[config.mk]
export PLATFORM = sky130hd
export DESIGN_NAME = dispatch_ctrl
export DESIGN_NICKNAME = d
export VERILOG_FILES = /design/src/rtl/dispatch_ctrl.sv
export SDC_FILE = /design/constraint.sdc
export NUM_CORES = 1
export LEC_CHECK = 0
export CAP_MARGIN = 40
export CELL_PAD_IN_SITES_DETAIL_PLACEMENT = 1
export CELL_PAD_IN_SITES_GLOBAL_PLACEMENT = 2
export CORE_MARGIN = 2
export CORE_UTILIZATION = 25
export CTS_CLUSTER_DIAMETER = 50
export DETAILED_ROUTE_END_ITERATION = 7
export HOLD_SLACK_MARGIN = 0.02
export PLACE_DENSITY_LB_ADDON = 0.1
export REMOVE_ABC_BUFFERS = 1
export SLEW_MARGIN = 20
export SYNTH_ARGS = -nofsm -noshare
export SYNTH_HDL_FRONTEND = slang
export SYNTH_SLANG_ARGS = --single-unit
[constraint.sdc]
create_clock -name clk -period 2.6 [get_ports clk]
set_clock_uncertainty 0.2 [all_clocks]
set_input_delay 0.52 -clock clk [delete_from_list [all_inputs] [get_ports clk]]
set_output_delay 0.52 -clock clk [all_outputs]
set_load 0.1 [all_outputs]
[src/rtl/dispatch_ctrl.sv]
`default_nettype none
// ============================================================================
//  Module   : dispatch_ctrl
//  Purpose  : One-entry issue buffer between the decoder and the ROB /
//             reservation station / load-store buffer. Classifies the
//             buffered opcode, checks resource availability, issues or drops
//             the entry and keeps issue/stall performance counters.
//  Revision : 1.0 - initial release
// ============================================================================
module dispatch_ctrl #(
  parameter int TAG_W = 4
) (
  input  logic             clk,
  input  logic             rst,
  input  logic             rdy,
  // decoder side
  input  logic             decEmpty_i,
  input  logic [5:0]       decOp_i,
  input  logic [4:0]       decR1_i,
  input  logic [4:0]       decR2_i,
  input  logic [4:0]       decRd_i,
  input  logic [31:0]      decImm_i,
  input  logic [31:0]      decPc_i,
  output logic             fetchPop_o,
  // resource status
  input  logic             robFull_i,
  input  logic             rsFull_i,
  input  logic             lsbFull_i,
  input  logic [TAG_W-1:0] robTag_i,
  input  logic             flush_i,
  // issue side
  output logic             robEn_o,
  output logic             rsEn_o,
  output logic             lsbEn_o,
  output logic             renameEn_o,
  output logic [5:0]       issOp_o,
  output logic [4:0]       issR1_o,
  output logic [4:0]       issR2_o,
  output logic [4:0]       issRd_o,
  output logic [31:0]      issImm_o,
  output logic [31:0]      issPc_o,
  output logic [TAG_W-1:0] issTag_o,
  // performance counters
  output logic [31:0]      issueCnt_o,
  output logic [31:0]      stallCnt_o
);

  typedef enum logic [0:0] {
    ST_EMPTY = 1'b0,
    ST_FULL  = 1'b1
  } state_t;

  state_t      state_q, state_d;
  logic [5:0]  op_q, op_d;
  logic [4:0]  r1_q, r1_d;
  logic [4:0]  r2_q, r2_d;
  logic [4:0]  rd_q, rd_d;
  logic [31:0] imm_q, imm_d;
  logic [31:0] pc_q, pc_d;
  logic [31:0] issue_cnt_q, issue_cnt_d;
  logic [31:0] stall_cnt_q, stall_cnt_d;

  logic op_is_rs;
  logic op_is_lsb;
  logic op_no_rd;
  logic res_ready;
  logic active;
  logic issue;
  logic drop;
  logic stall;
  logic pop;

  // Classify the buffered opcode and derive issue / drop / stall / pop
  always_comb begin
    op_is_lsb = (op_q >= 6'd11) && (op_q <= 6'd18);
    op_is_rs  = ((op_q >= 6'd1) && (op_q <= 6'd10)) ||
                ((op_q >= 6'd19) && (op_q <= 6'd37));
    // branches (5-10) and stores (16-18) have no destination register
    op_no_rd  = ((op_q >= 6'd5) && (op_q <= 6'd10)) ||
                ((op_q >= 6'd16) && (op_q <= 6'd18));
    res_ready = !robFull_i &&
                ((op_is_lsb && !lsbFull_i) || (op_is_rs && !rsFull_i));
    active    = (state_q == ST_FULL) && rdy && !flush_i;
    issue     = active && (op_is_rs || op_is_lsb) && res_ready;
    drop      = active && !(op_is_rs || op_is_lsb);
    stall     = active && (op_is_rs || op_is_lsb) && !res_ready;
    // rst is folded in so nothing is popped while reset is held
    pop       = rst && rdy && !flush_i && !decEmpty_i &&
                ((state_q == ST_EMPTY) || issue || drop);
  end

  // Next-state, buffer and counter update; everything holds when rdy is low
  always_comb begin
    state_d     = state_q;
    op_d        = op_q;
    r1_d        = r1_q;
    r2_d        = r2_q;
    rd_d        = rd_q;
    imm_d       = imm_q;
    pc_d        = pc_q;
    issue_cnt_d = issue_cnt_q;
    stall_cnt_d = stall_cnt_q;
    if (rdy) begin
      if (flush_i || (!pop && (issue || drop))) begin
        // leaving FULL always clears the buffer so EMPTY presents zeros
        state_d = ST_EMPTY;
        op_d    = '0;
        r1_d    = '0;
        r2_d    = '0;
        rd_d    = '0;
        imm_d   = '0;
        pc_d    = '0;
      end else if (pop) begin
        state_d = ST_FULL;
        op_d    = decOp_i;
        r1_d    = decR1_i;
        r2_d    = decR2_i;
        rd_d    = decRd_i;
        imm_d   = decImm_i;
        pc_d    = decPc_i;
      end
      if (issue) issue_cnt_d = issue_cnt_q + 32'd1;
      if (stall) stall_cnt_d = stall_cnt_q + 32'd1;
    end
  end

  // State, buffer and counter registers with asynchronous active-low reset
  always_ff @(posedge clk or negedge rst) begin
    if (!rst) begin
      state_q     <= ST_EMPTY;
      op_q        <= '0;
      r1_q        <= '0;
      r2_q        <= '0;
      rd_q        <= '0;
      imm_q       <= '0;
      pc_q        <= '0;
      issue_cnt_q <= '0;
      stall_cnt_q <= '0;
    end else begin
      state_q     <= state_d;
      op_q        <= op_d;
      r1_q        <= r1_d;
      r2_q        <= r2_d;
      rd_q        <= rd_d;
      imm_q       <= imm_d;
      pc_q        <= pc_d;
      issue_cnt_q <= issue_cnt_d;
      stall_cnt_q <= stall_cnt_d;
    end
  end

  // Issue-side outputs: enables from the live issue decision, fields from the buffer
  always_comb begin
    fetchPop_o = pop;
    robEn_o    = issue;
    rsEn_o     = issue && op_is_rs;
    lsbEn_o    = issue && op_is_lsb;
    renameEn_o = issue && (rd_q != 5'd0) && !op_no_rd;
    issOp_o    = op_q;
    issR1_o    = r1_q;
    issR2_o    = r2_q;
    issRd_o    = rd_q;
    issImm_o   = imm_q;
    issPc_o    = pc_q;
    issTag_o   = robTag_i;
    issueCnt_o = issue_cnt_q;
    stallCnt_o = stall_cnt_q;
  end

endmodule
`default_nettype wire

Word level (Yosys, flattened, before mapping)
Cells that the tools add are included.
W data, S select, Z words.
- bits in read-only memories: 0
- memories kept: 0
- flip-flop bits (word level): 150
- output and inout port bits: 158
- bits in writable memories: 0
- bits in latches: 0
- logic and storage cells: 79
- input port bits: 97
- divide/modulo/power cells: 0
- muxes and demuxes: 14
- multiply operators: 0
- shifts and indexed selects: 0
- $add $sub $neg: 2
- order comparisons: 8
- equality and inequality tests: 0
- bitwise operators: 1
- reductions and logical operators: 45
- operator list (cell ; number):
    $mux W32 ; 4
    $add A32 B1 Y32 const B ; 2
    $mux W5 ; 6
    $logic_and A1 B1 Y1 ; 23
    $ge A6 B5 Y1 const B ; 2
    $mux W6 ; 2
    $logic_not A1 Y1 ; 9
    $logic_or A1 B1 Y1 ; 8
    $ge A6 B1 Y1 const B ; 1
    $ge A6 B3 Y1 const B ; 1
    $ge A6 B4 Y1 const B ; 1
    $le A6 B4 Y1 const B ; 1
    $le A6 B5 Y1 const B ; 1
    $le A6 B6 Y1 const B ; 1
    $reduce_and A2 Y1 ; 3
    $reduce_bool A5 Y1 ; 1
    $mux W1 ; 2
    $reduce_bool A2 Y1 ; 1
    $not A1 Y1 ; 1

Logic depth before layout (Yosys ltp)
Gate-level depths: netlist (run 1).
- word-level depth: 15
- gate-level depth with buffers: 9

Least setup slack after synthesis (run 1)
No wires, ideal clock.
- path kind: register to output
- from: register op_q[1] (netlist: issOp_o[1])
- to: output port renameEn_o
- stages on the path, launching flop included: 7
- path buffers: 2
- arrival time: 4298 ps
- path slack: -2418 ps
- cells stage by stage: dfrtp_1 > buf_2 > nor3_1 > a221o_1 > clkbuf_1 > or2_2 > nor3_1
- cells in the longest elaborated chain, start to end: 9
- elaborated cells on any way between the ends: 25
- RTL lines (item ; RTL line ; text):
    start, declared ; 54 ; logic [5:0] op_q, op_d;
    start signal, assigned ; 141 ; op_q <= op_d;
    $ge A6 B1 Y1, or another cell as far along ; 76 ; op_is_rs = ((op_q >= 6'd1) && (op_q <= 6'd10)) ||
    $logic_and A1 B1 Y1 (on tied branches) ; 76, 77 ;
    $logic_or A1 B1 Y1 ; 76 ;
    $logic_and A1 B1 Y1 ; 82 ; ((op_is_lsb && !lsbFull_i) || (op_is_rs && !rsFull_i));
    $logic_or A1 B1 Y1 ; 82 ;
    $logic_and A1 B1 Y1 ; 81 ; res_ready = !robFull_i &&
    $logic_and A1 B1 Y1 ; 84 ; issue = active && (op_is_rs || op_is_lsb) && res_ready;
    $logic_and A1 B1 Y1 ; 158 ; renameEn_o = issue && (rd_q != 5'd0) && !op_no_rd;
    $logic_and A1 B1 Y1 (*) ; 158 ;
    end, declared ; 35 ; output logic renameEn_o,
Every way passes the cells marked *; elsewhere a longest branch is shown, timed or not.

Final worst setup path (run 1)
- from: register op_q[4] (netlist: issOp_o[4])
- to: output port renameEn_o
The elaborated chain is that of the path after synthesis.

==> results of run 1 <==
-- worst paths after layout --
| check | start | to | slack (ps) | cells past startpoint |
|---|---|---|---|---|
| worst min-delay path | stallCnt_o[31] | stallCnt_o[31] | 280 | 1 |
| worst max-delay path | issOp_o[4] | renameEn_o | -360 | 6 |
| worst max register to register | issOp_o[4] | issueCnt_o[24] | 110 | 8 |
| min in group asynchronous | rst | stallCnt_o[3] | 530 | 4 |
| worst min register to register | stallCnt_o[31] | stallCnt_o[31] | 280 | 1 |
| max in group asynchronous | rst | issRd_o[3] | 1160 | 3 |
-- stage by stage --
stage / TNS [ps] / setup WS, ps
floorplan: -288260 / -2930
global placement: -42420 / -610
detailed placement: -43120 / -628
CTS: -1480 / -407
global route: -1700 / -475
finish: -1200 / -362
-- cells by family (layout without fill, tap and decap cells) --
family	count (synthesis)	count (layout)	share of synthesized area, %
AND/OR/NAND/NOR	247	247	17.1
multiplexers	3	3	0.446
XOR/XNOR	62	62	7.44
other	0	1	0
flip-flops	150	150	51.4
adder cells (fa/ha/maj)	2	2	0.343
AO/OA/AOI/OAI	105	105	14.2
buffers and inverters	145	451	9.02
-- timing repair --
item,in CTS,in global routing
endpoints found under the setup margin,89,103
hold buffers,1,1
setup buffers,11,8
cloned,0,1
endpoints found under the hold margin,95,55
resized for setup,28,34
pin swaps,8,10
-- registers in the layout (all words and copies together) (netlist names) --
name        cells
issOp_o         6
issRd_o         5
state_q         1
issueCnt_o     32
issR1_o         5
issR2_o         5
issImm_o       32
issPc_o        32
stallCnt_o     32
-- critical path: cells and delay by family (launching register included) --
kind / cells / cell delay (ps)
flip-flops: 1 / 480
AO/OA/AOI/OAI: 2 / 650
AND/OR/NAND/NOR: 2 / 420
buffers and inverters: 2 / 280
-- metal layers --
layer	up-vias	global-route usage, %
li1	3018	-
met1	3122	20.7
met2	169	25.3
met3	13	6.42
met4	0	3.26
met5	-	0
-- power by group through the flow --
stage          Sequential (W)  Combinational, W  Clock, W
6_report              0.00252           0.00168   0.00267
5_1_grt               0.00254           0.00178   0.00288
4_1_cts               0.00252           0.00167   0.00279
3_5_place_dp          0.00256           0.00165         0
3_3_place_gp          0.00256           0.00164         0
2_1_floorplan         0.00328          0.000317         0
-- cell type report --
class                      instances  area share [%]
antenna                            1          0.0223
clock buffer                      18            3.91
clock inverter                    14            1.56
inverter                          94            3.17
multi-input combinational        419            27.4
sequential                       150            33.5
tap                              384            4.28
timing repair buffer             325            26.2
-- layout by cell type (no fill, tap or decap), types with 3 or more instances in the layout --
cell,instances
buf_4,204
dfrtp_1,144
nand2_1,104
inv_1,91
clkdlybuf4s50_1,90
xor2_1,58
o22ai_2,50
o22ai_1,36
nor3_1,33
nand4_1,23
clkbuf_16,18
nand3_1,15
buf_12,13
buf_6,12
nor4_1,10
nor3_2,9
nor2_1,8
inv_6,7
and3_1,6
dfrtp_2,6
and4_1,5
xnor2_1,4
nor3b_1,4
inv_8,4
nor3_4,3
nor2b_1,3
nor4b_2,3
or3_1,3
nor4_2,3
==> results.sh, run 1 <==
export IMPL_outcome="complete, but fails checks"
export IMPL_violations="negative setup slack"
export IMPL_max_slew_margin_rel_pct=61.2
export IMPL_p_switching_w=0.00245
export IMPL_drt_met1_wl_um=10800
export IMPL_drt_first_pass_iters=4
export IMPL_syn_inst=714
export IMPL_cts_buffer_depth=2
export IMPL_yosysWarnings=0
export IMPL_ys_types=51
export IMPL_cap_violations=0
export IMPL_grt_pass1_vias=6693
export IMPL_dpl_hpwl_um=16800
export IMPL_fin_nets=1106
export IMPL_synth_area_leaders="dfrtp_1 51%, o22ai_2 8.6%, xor2_1 7.0%, nand2_1 5.4%, inv_1 4.8%"
export IMPL_fp_dieH_um=175
export IMPL_synth_edf_count=0
export IMPL_routed_wl_met2_um=11400
export IMPL_fin_ws_ps=-362
export IMPL_pwr_share_clk_pct=38.9
export IMPL_placed_area_um2=10200
export IMPL_worstPathRequired_ps=1880
export IMPL_synth_area_per_cell_um2=10.2
export IMPL_sw_frac_of_total_pct=35.7
export IMPL_clkLatencyLatePin_ps=430
export IMPL_start_kind="register"
export IMPL_regArea_um2=3760
export IMPL_pwr_density_cell_nw_per_um2=612
export IMPL_via_per_inst=4.50
export IMPL_syn_to_final_growth_pct=53.8
export IMPL_fin_crit_sh_pct=114
export IMPL_cts_max_level=4
export IMPL_critPathSlowestCell="dfrtp_2"
export IMPL_drc=0
export IMPL_vias=6322
export IMPL_fin_area_um2=11200
export IMPL_setup_viol=5
export IMPL_final_cells=1405
export IMPL_wl_per_cell_um=17.4
export IMPL_grt_usage_pct=16.0
export IMPL_gp_congestion=0.707
export IMPL_critPathMaxStageDelay_ps=480
export IMPL_max_freq_mhz=338
export IMPL_synthTopCellsByCount="150 x dfrtp_1, 105 x nand2_1, 93 x inv_1"
export IMPL_fillers=3220
export IMPL_clkSinkCount=150
export IMPL_die_w_um=175
export IMPL_dp_cells=1352
export IMPL_slew_viol_final=0
export IMPL_core_area_um2=28700
export IMPL_finalHoldViolCount=0
export IMPL_port_buffers=246
export IMPL_pwr_share_comb_pct=24.5
export IMPL_drt_iter0_markers=246
export IMPL_synthFlopType="dfrtp_1"
export IMPL_cts_root_buf="clkbuf_16"
export IMPL_arrival_ps=2240
export IMPL_die_area_um2=30600
export IMPL_path_clk_slew_ps=70
export IMPL_rsz0062_at_grt="yes"
export IMPL_grt_first_pass_wirelength_um=38800
export IMPL_synth_top_area_share_pct=51.4
export IMPL_worst_hold_slack_ps=278
export IMPL_cp_end_kind="primary output"
export IMPL_wl_um=24400
export IMPL_design_power_total_w=0.00687
export IMPL_post_route_min_period_ps=2960
export IMPL_final_util_pct=39.1
export IMPL_critPathKind="reg -> out"
export IMPL_seq_area_frac_synth_pct=51.4
export IMPL_intPower_w=0.00442
export IMPL_leakage_nw=5.66
export IMPL_hp_class="reg -> reg"
export IMPL_wl_met3_um=2020
export IMPL_initial_core_util_pct=25.4
export IMPL_tightest_slew_ps=582
export IMPL_multi_input_area_um2=3070
export IMPL_p_seq_share_pct=36.6
export IMPL_path_max_fanout=8
export IMPL_syn_area_um2=7300
export IMPL_path_cells="a211o_1 -> a221o_1 -> or2_4 -> nor3_4 -> buf_6 -> buf_12"
export IMPL_grt_max_degree=96
export IMPL_num_rows=62
export IMPL_synth_seq_cells=150
export IMPL_top_layer_used="met4"
export IMPL_ant_nets=0
export IMPL_async_flop_share_pct=100
export IMPL_cts_buffers=17
export IMPL_antenna_found_initial=3
export IMPL_cts_tree="done"
export IMPL_drive_gt1_share_pct=35.3
export IMPL_globalRouteOverflowTotal=0
export IMPL_synth_top_cell_by_area="dfrtp_1"
export IMPL_synth_most_common_cell="dfrtp_1"
export IMPL_ios=255
export IMPL_peakVddDrop_uv=423
(Power assumes the default switching activity.)
==> run 2: changes to the inputs <==
CORE_MARGIN = default   (was 2)
==> results.sh, run 2 (synthesis results as in run 1) <==
export IMPL_outcome="complete, but fails checks"
export IMPL_violations="negative setup slack"
export IMPL_path_cells="a211o_1 -> a221o_1 -> or2_4 -> nor3_2 -> buf_4 -> buf_12"
export IMPL_drive_gt1_share_pct=33.7
export IMPL_placed_area_um2=10200
export IMPL_pwr_density_cell_nw_per_um2=610
export IMPL_cts_root_buf="clkbuf_16"
export IMPL_worstPathRequired_ps=1880
export IMPL_cts_tree="done"
export IMPL_fp_dieH_um=173
export IMPL_antenna_found_initial=2
export IMPL_grt_pass1_vias=6558
export IMPL_max_freq_mhz=343
export IMPL_post_route_min_period_ps=2910
export IMPL_fin_crit_sh_pct=112
export IMPL_dp_cells=1348
export IMPL_globalRouteOverflowTotal=0
export IMPL_die_w_um=173
export IMPL_ant_nets=0
export IMPL_tightest_slew_ps=500
export IMPL_gp_congestion=0.695
export IMPL_clkLatencyLatePin_ps=420
export IMPL_fin_tns_setup_ps=-982
export IMPL_wl_per_cell_um=17.0
export IMPL_cts_buffers=17
export IMPL_num_rows=62
export IMPL_fin_nets=1094
export IMPL_drt_iter0_markers=179
export IMPL_path_max_fanout=5
export IMPL_grt_max_degree=86
export IMPL_via_per_inst=4.45
export IMPL_hp_class="reg -> reg"
export IMPL_grt_usage_pct=16.2
export IMPL_grt_first_pass_wirelength_um=38200
export IMPL_slew_viol_final=0
export IMPL_port_buffers=246
export IMPL_path_clk_slew_ps=70
export IMPL_final_cells=1392
export IMPL_critPathSlowestCell="dfrtp_2"
export IMPL_dpl_hpwl_um=16100
export IMPL_syn_to_final_growth_pct=50.9
export IMPL_cts_buffer_depth=2
export IMPL_start_kind="register"
export IMPL_cp_end_kind="primary output"
export IMPL_die_area_um2=29900
export IMPL_leakage_nw=5.54
export IMPL_critPathKind="reg -> out"
export IMPL_arrival_ps=2190
export IMPL_critPathMaxStageDelay_ps=450
export IMPL_rsz0062_at_grt="yes"
export IMPL_finalHoldViolCount=0
export IMPL_clkSinkCount=150
export IMPL_vias=6201
export IMPL_initial_core_util_pct=25.4
export IMPL_wl_um=23700
export IMPL_drc=0
export IMPL_final_common_cell="buf_4"
export IMPL_cts_max_level=4
export IMPL_fin_ws_ps=-314
export IMPL_ios=255
export IMPL_setup_viol=4
export IMPL_max_slew_margin_rel_pct=66.7
export IMPL_drt_first_pass_iters=4
export IMPL_cap_violations=0
export IMPL_mostFrequentLayoutCells="200 x buf_4, 144 x dfrtp_1, 104 x nand2_1, 92 x inv_1, 89 x clkdlybuf4s50_1"
export IMPL_fin_area_um2=11000
export IMPL_dpl_worst_slack_ps=-587
export IMPL_design_power_total_w=0.00672
export IMPL_peakVddDrop_uv=399
export IMPL_core_area_um2=28700
## run 2: cell count changes in the layout (fill, tap and decap cells not counted), moves of 3 or more
cell | before | now
buf_4 | 204 | 200
nor4b_2 | 3 | 6
nor3_2 | 9 | 2
inv_8 | 4 | 0
nor3_4 | 3 | 0
nor3_1 | 33 | 43
buf_6 | 12 | 5
clkinvlp_4 | 0 | 4
## run 2: area by class of cell
class	count	area, um^2
Fill cell	3228	17700
Antenna cell	1	2.50
Inverter	94	358
Clock buffer	19	453
Sequential cell	150	3760
Tap cell	384	480
Multi-Input combinational cell	419	3000
Clock inverter	12	143
Timing Repair Buffer	313	2810
## run 2: metal layers
layer / global-route usage, % / part of all wire (%) / routed length [um] / up-vias
met4: 3.43 / 1.0 / 242 / 2
li1: - / - / - / 2997
met2: 25.4 / 46 / 11000 / 163
met3: 6.99 / 8.3 / 1970 / 15
met5: 0 / 0.034 / 8 / -
met1: 20.5 / 44 / 10500 / 3024
## run 2: through the flow
step / hold slack, ps / utilization (%)
after floorplan: 24.4 / -
after global placement: 125 / 35.3
after detailed placement: 125 / 35.4
after CTS: 274 / 38.0
after global routing: 307 / 38.4
final: 271 / 38.4
## run 2: power by group
group          switching, W  internal (W)
registers         0.0000873       0.00243
logic               0.00118      0.000473
clock network       0.00107       0.00148
total               0.00233       0.00438
## run 2: worst max-delay path, delay by kind of cell (launching register included)
family	cells	cell delay, ps
and+or+nand+nor	2	380
buffers and inverters	2	300
AOI/OAI and AO/OA	2	630
DFF	1	450
## run 2: what timing repair did
item,4_1_cts,5_1_grt
pin swaps,7,0
gates cloned,0,1
buffers inserted,9,1
endpoints found under the hold margin,60,0
hold buffers,1,0
gates resized for setup,28,13
endpoints found under the setup margin,22,92
## run 2: worst paths after layout
check,from,to,slack [ps],cells after the start
max in group asynchronous,rst,issOp_o[0],870,4
setup / recovery,issOp_o[2],renameEn_o,-310,6
min in group asynchronous,rst,stallCnt_o[0],360,2
hold reg to reg,issueCnt_o[31],issueCnt_o[31],270,1
setup reg to reg,issOp_o[4],stallCnt_o[1],120,8
hold / removal,issueCnt_o[31],issueCnt_o[31],270,1
==> run 3: changes to the inputs <==
CTS_BUF_LIST = sky130_fd_sc_hd__clkbuf_2 sky130_fd_sc_hd__clkbuf_4 sky130_fd_sc_hd__clkbuf_8   (was default)
==> results.sh, run 3 (synthesis results as in run 1) <==
export IMPL_outcome="complete, but fails checks"
export IMPL_violations="negative setup slack"
export IMPL_cap_violations=0
export IMPL_core_area_um2=28700
export IMPL_mostFrequentLayoutCells="206 x buf_4, 145 x dfrtp_1, 104 x nand2_1, 92 x inv_1, 91 x clkdlybuf4s50_1"
export IMPL_cts_max_level=4
export IMPL_globalRouteOverflowTotal=0
export IMPL_max_freq_mhz=336
export IMPL_cts_tree="done"
export IMPL_path_max_fanout=2
export IMPL_fin_ws_ps=-378
export IMPL_peakVddDrop_uv=296
export IMPL_leakage_nw=5.47
export IMPL_port_buffers=246
export IMPL_critPathKind="in -> out"
export IMPL_fin_nets=1098
export IMPL_cp_end_kind="primary output"
export IMPL_syn_to_final_growth_pct=49.0
export IMPL_grt_first_pass_wirelength_um=38100
export IMPL_die_w_um=173
export IMPL_fp_dieH_um=173
export IMPL_initial_core_util_pct=25.4
export IMPL_hp_class="reg -> reg"
export IMPL_tightest_slew_ps=493
export IMPL_dpl_hpwl_um=16100
export IMPL_max_slew_margin_rel_pct=67.1
export IMPL_grt_pass1_vias=6577
export IMPL_gp_congestion=0.695
export IMPL_cts_buffers=17
export IMPL_ant_nets=0
export IMPL_rsz0062_at_grt="yes"
export IMPL_worstPathRequired_ps=1880
export IMPL_antenna_found_initial=1
export IMPL_setup_viol=5
export IMPL_grt_usage_pct=16.2
export IMPL_drive_gt1_share_pct=34.4
export IMPL_fin_tns_setup_ps=-1380
export IMPL_wl_per_cell_um=17.0
export IMPL_cts_buffer_depth=2
export IMPL_arrival_ps=2260
export IMPL_fillers=3250
export IMPL_drc=0
export IMPL_final_common_cell="buf_4"
export IMPL_num_rows=62
export IMPL_ios=255
export IMPL_pwr_density_cell_nw_per_um2=561
export IMPL_fin_crit_sh_pct=115
export IMPL_cts_root_buf="clkbuf_8"
export IMPL_vias=6218
export IMPL_post_route_min_period_ps=2980
export IMPL_start_kind="input pin"
export IMPL_drt_first_pass_iters=5
export IMPL_finalHoldViolCount=0
export IMPL_path_clk_slew_ps=80
export IMPL_via_per_inst=4.45
export IMPL_wl_um=23800
export IMPL_slew_viol_final=0
export IMPL_die_area_um2=29900
export IMPL_clkLatencyLatePin_ps=460
export IMPL_design_power_total_w=0.00610
export IMPL_clkSinkCount=150
export IMPL_drt_iter0_markers=214
export IMPL_grt_max_degree=86
run 3: repair_timing:
item,in CTS,in global routing
endpoints found under the setup margin,22,82
gates resized for setup,17,25
gates cloned,0,1
pin swaps,7,2
hold buffers,1,0
buffers inserted,10,4
hold endpoints to repair,108,0
run 3: path summary, 6_finish.rpt:
| path | startpoint | endpoint | slack, ps | cells after the start |
|---|---|---|---|---|
| max in group asynchronous | rst | issOp_o[1] | 910 | 4 |
| hold / removal | issueCnt_o[31] | issueCnt_o[31] | 270 | 1 |
| min in group asynchronous | rst | stallCnt_o[2] | 310 | 2 |
| setup reg to reg | issOp_o[4] | stallCnt_o[1] | 90 | 8 |
| hold reg to reg | issueCnt_o[31] | issueCnt_o[31] | 270 | 1 |
| setup / recovery | robFull_i | renameEn_o | -380 | 7 |
run 3: final cells by class:
| type | instances | area, um^2 | area share, % |
|---|---|---|---|
| Tap cell | 384 | 480 | 4.42 |
| Antenna cell | 1 | 2.50 | 0.0230 |
| Clock buffer | 19 | 262 | 2.40 |
| Sequential cell | 150 | 3760 | 34.6 |
| Multi-Input combinational cell | 419 | 3040 | 27.9 |
| Clock inverter | 12 | 143 | 1.31 |
| Timing Repair Buffer | 317 | 2840 | 26.1 |
| Inverter | 94 | 358 | 3.29 |
run 3: report_power, final:
group	switching (W)	internal, W
sequential	0.0000867	0.00243
clock	0.00100	0.000914
combinational	0.00118	0.000481
run 3: stage by stage:
stage                     utilization (%)  instance area [um^2]  setup slack, ps  cells  hold WS [ps]
final                                37.9                 10900             -378   1396           274
after global routing                 37.9                 10900             -492   1395           290
after CTS                            37.3                 10700             -414   1390           276
after detailed placement             35.4                 10200             -587   1348           125
after global placement               35.3                 10100             -545   1347           125
after floorplan                         -                  6990            -2930    663          24.4
run 3: critical path: stages:
cell and delay, ps:
clkdlybuf4s50_1 420, nand4bb_2 300, a221o_1 330, or2_4 280, nor3_2 110, buf_4 140, buf_12 160
run 3: layer usage:
metal,track usage [%],wire length (um),vias to the layer above,share of wire (%)
met2,25.2,11200,157,47
met1,20.5,10400,3041,44
li1,-,-,3006,-
met3,7.34,2020,12,8.5
met4,3.43,169,2,0.71
met5,0,12,-,0.050
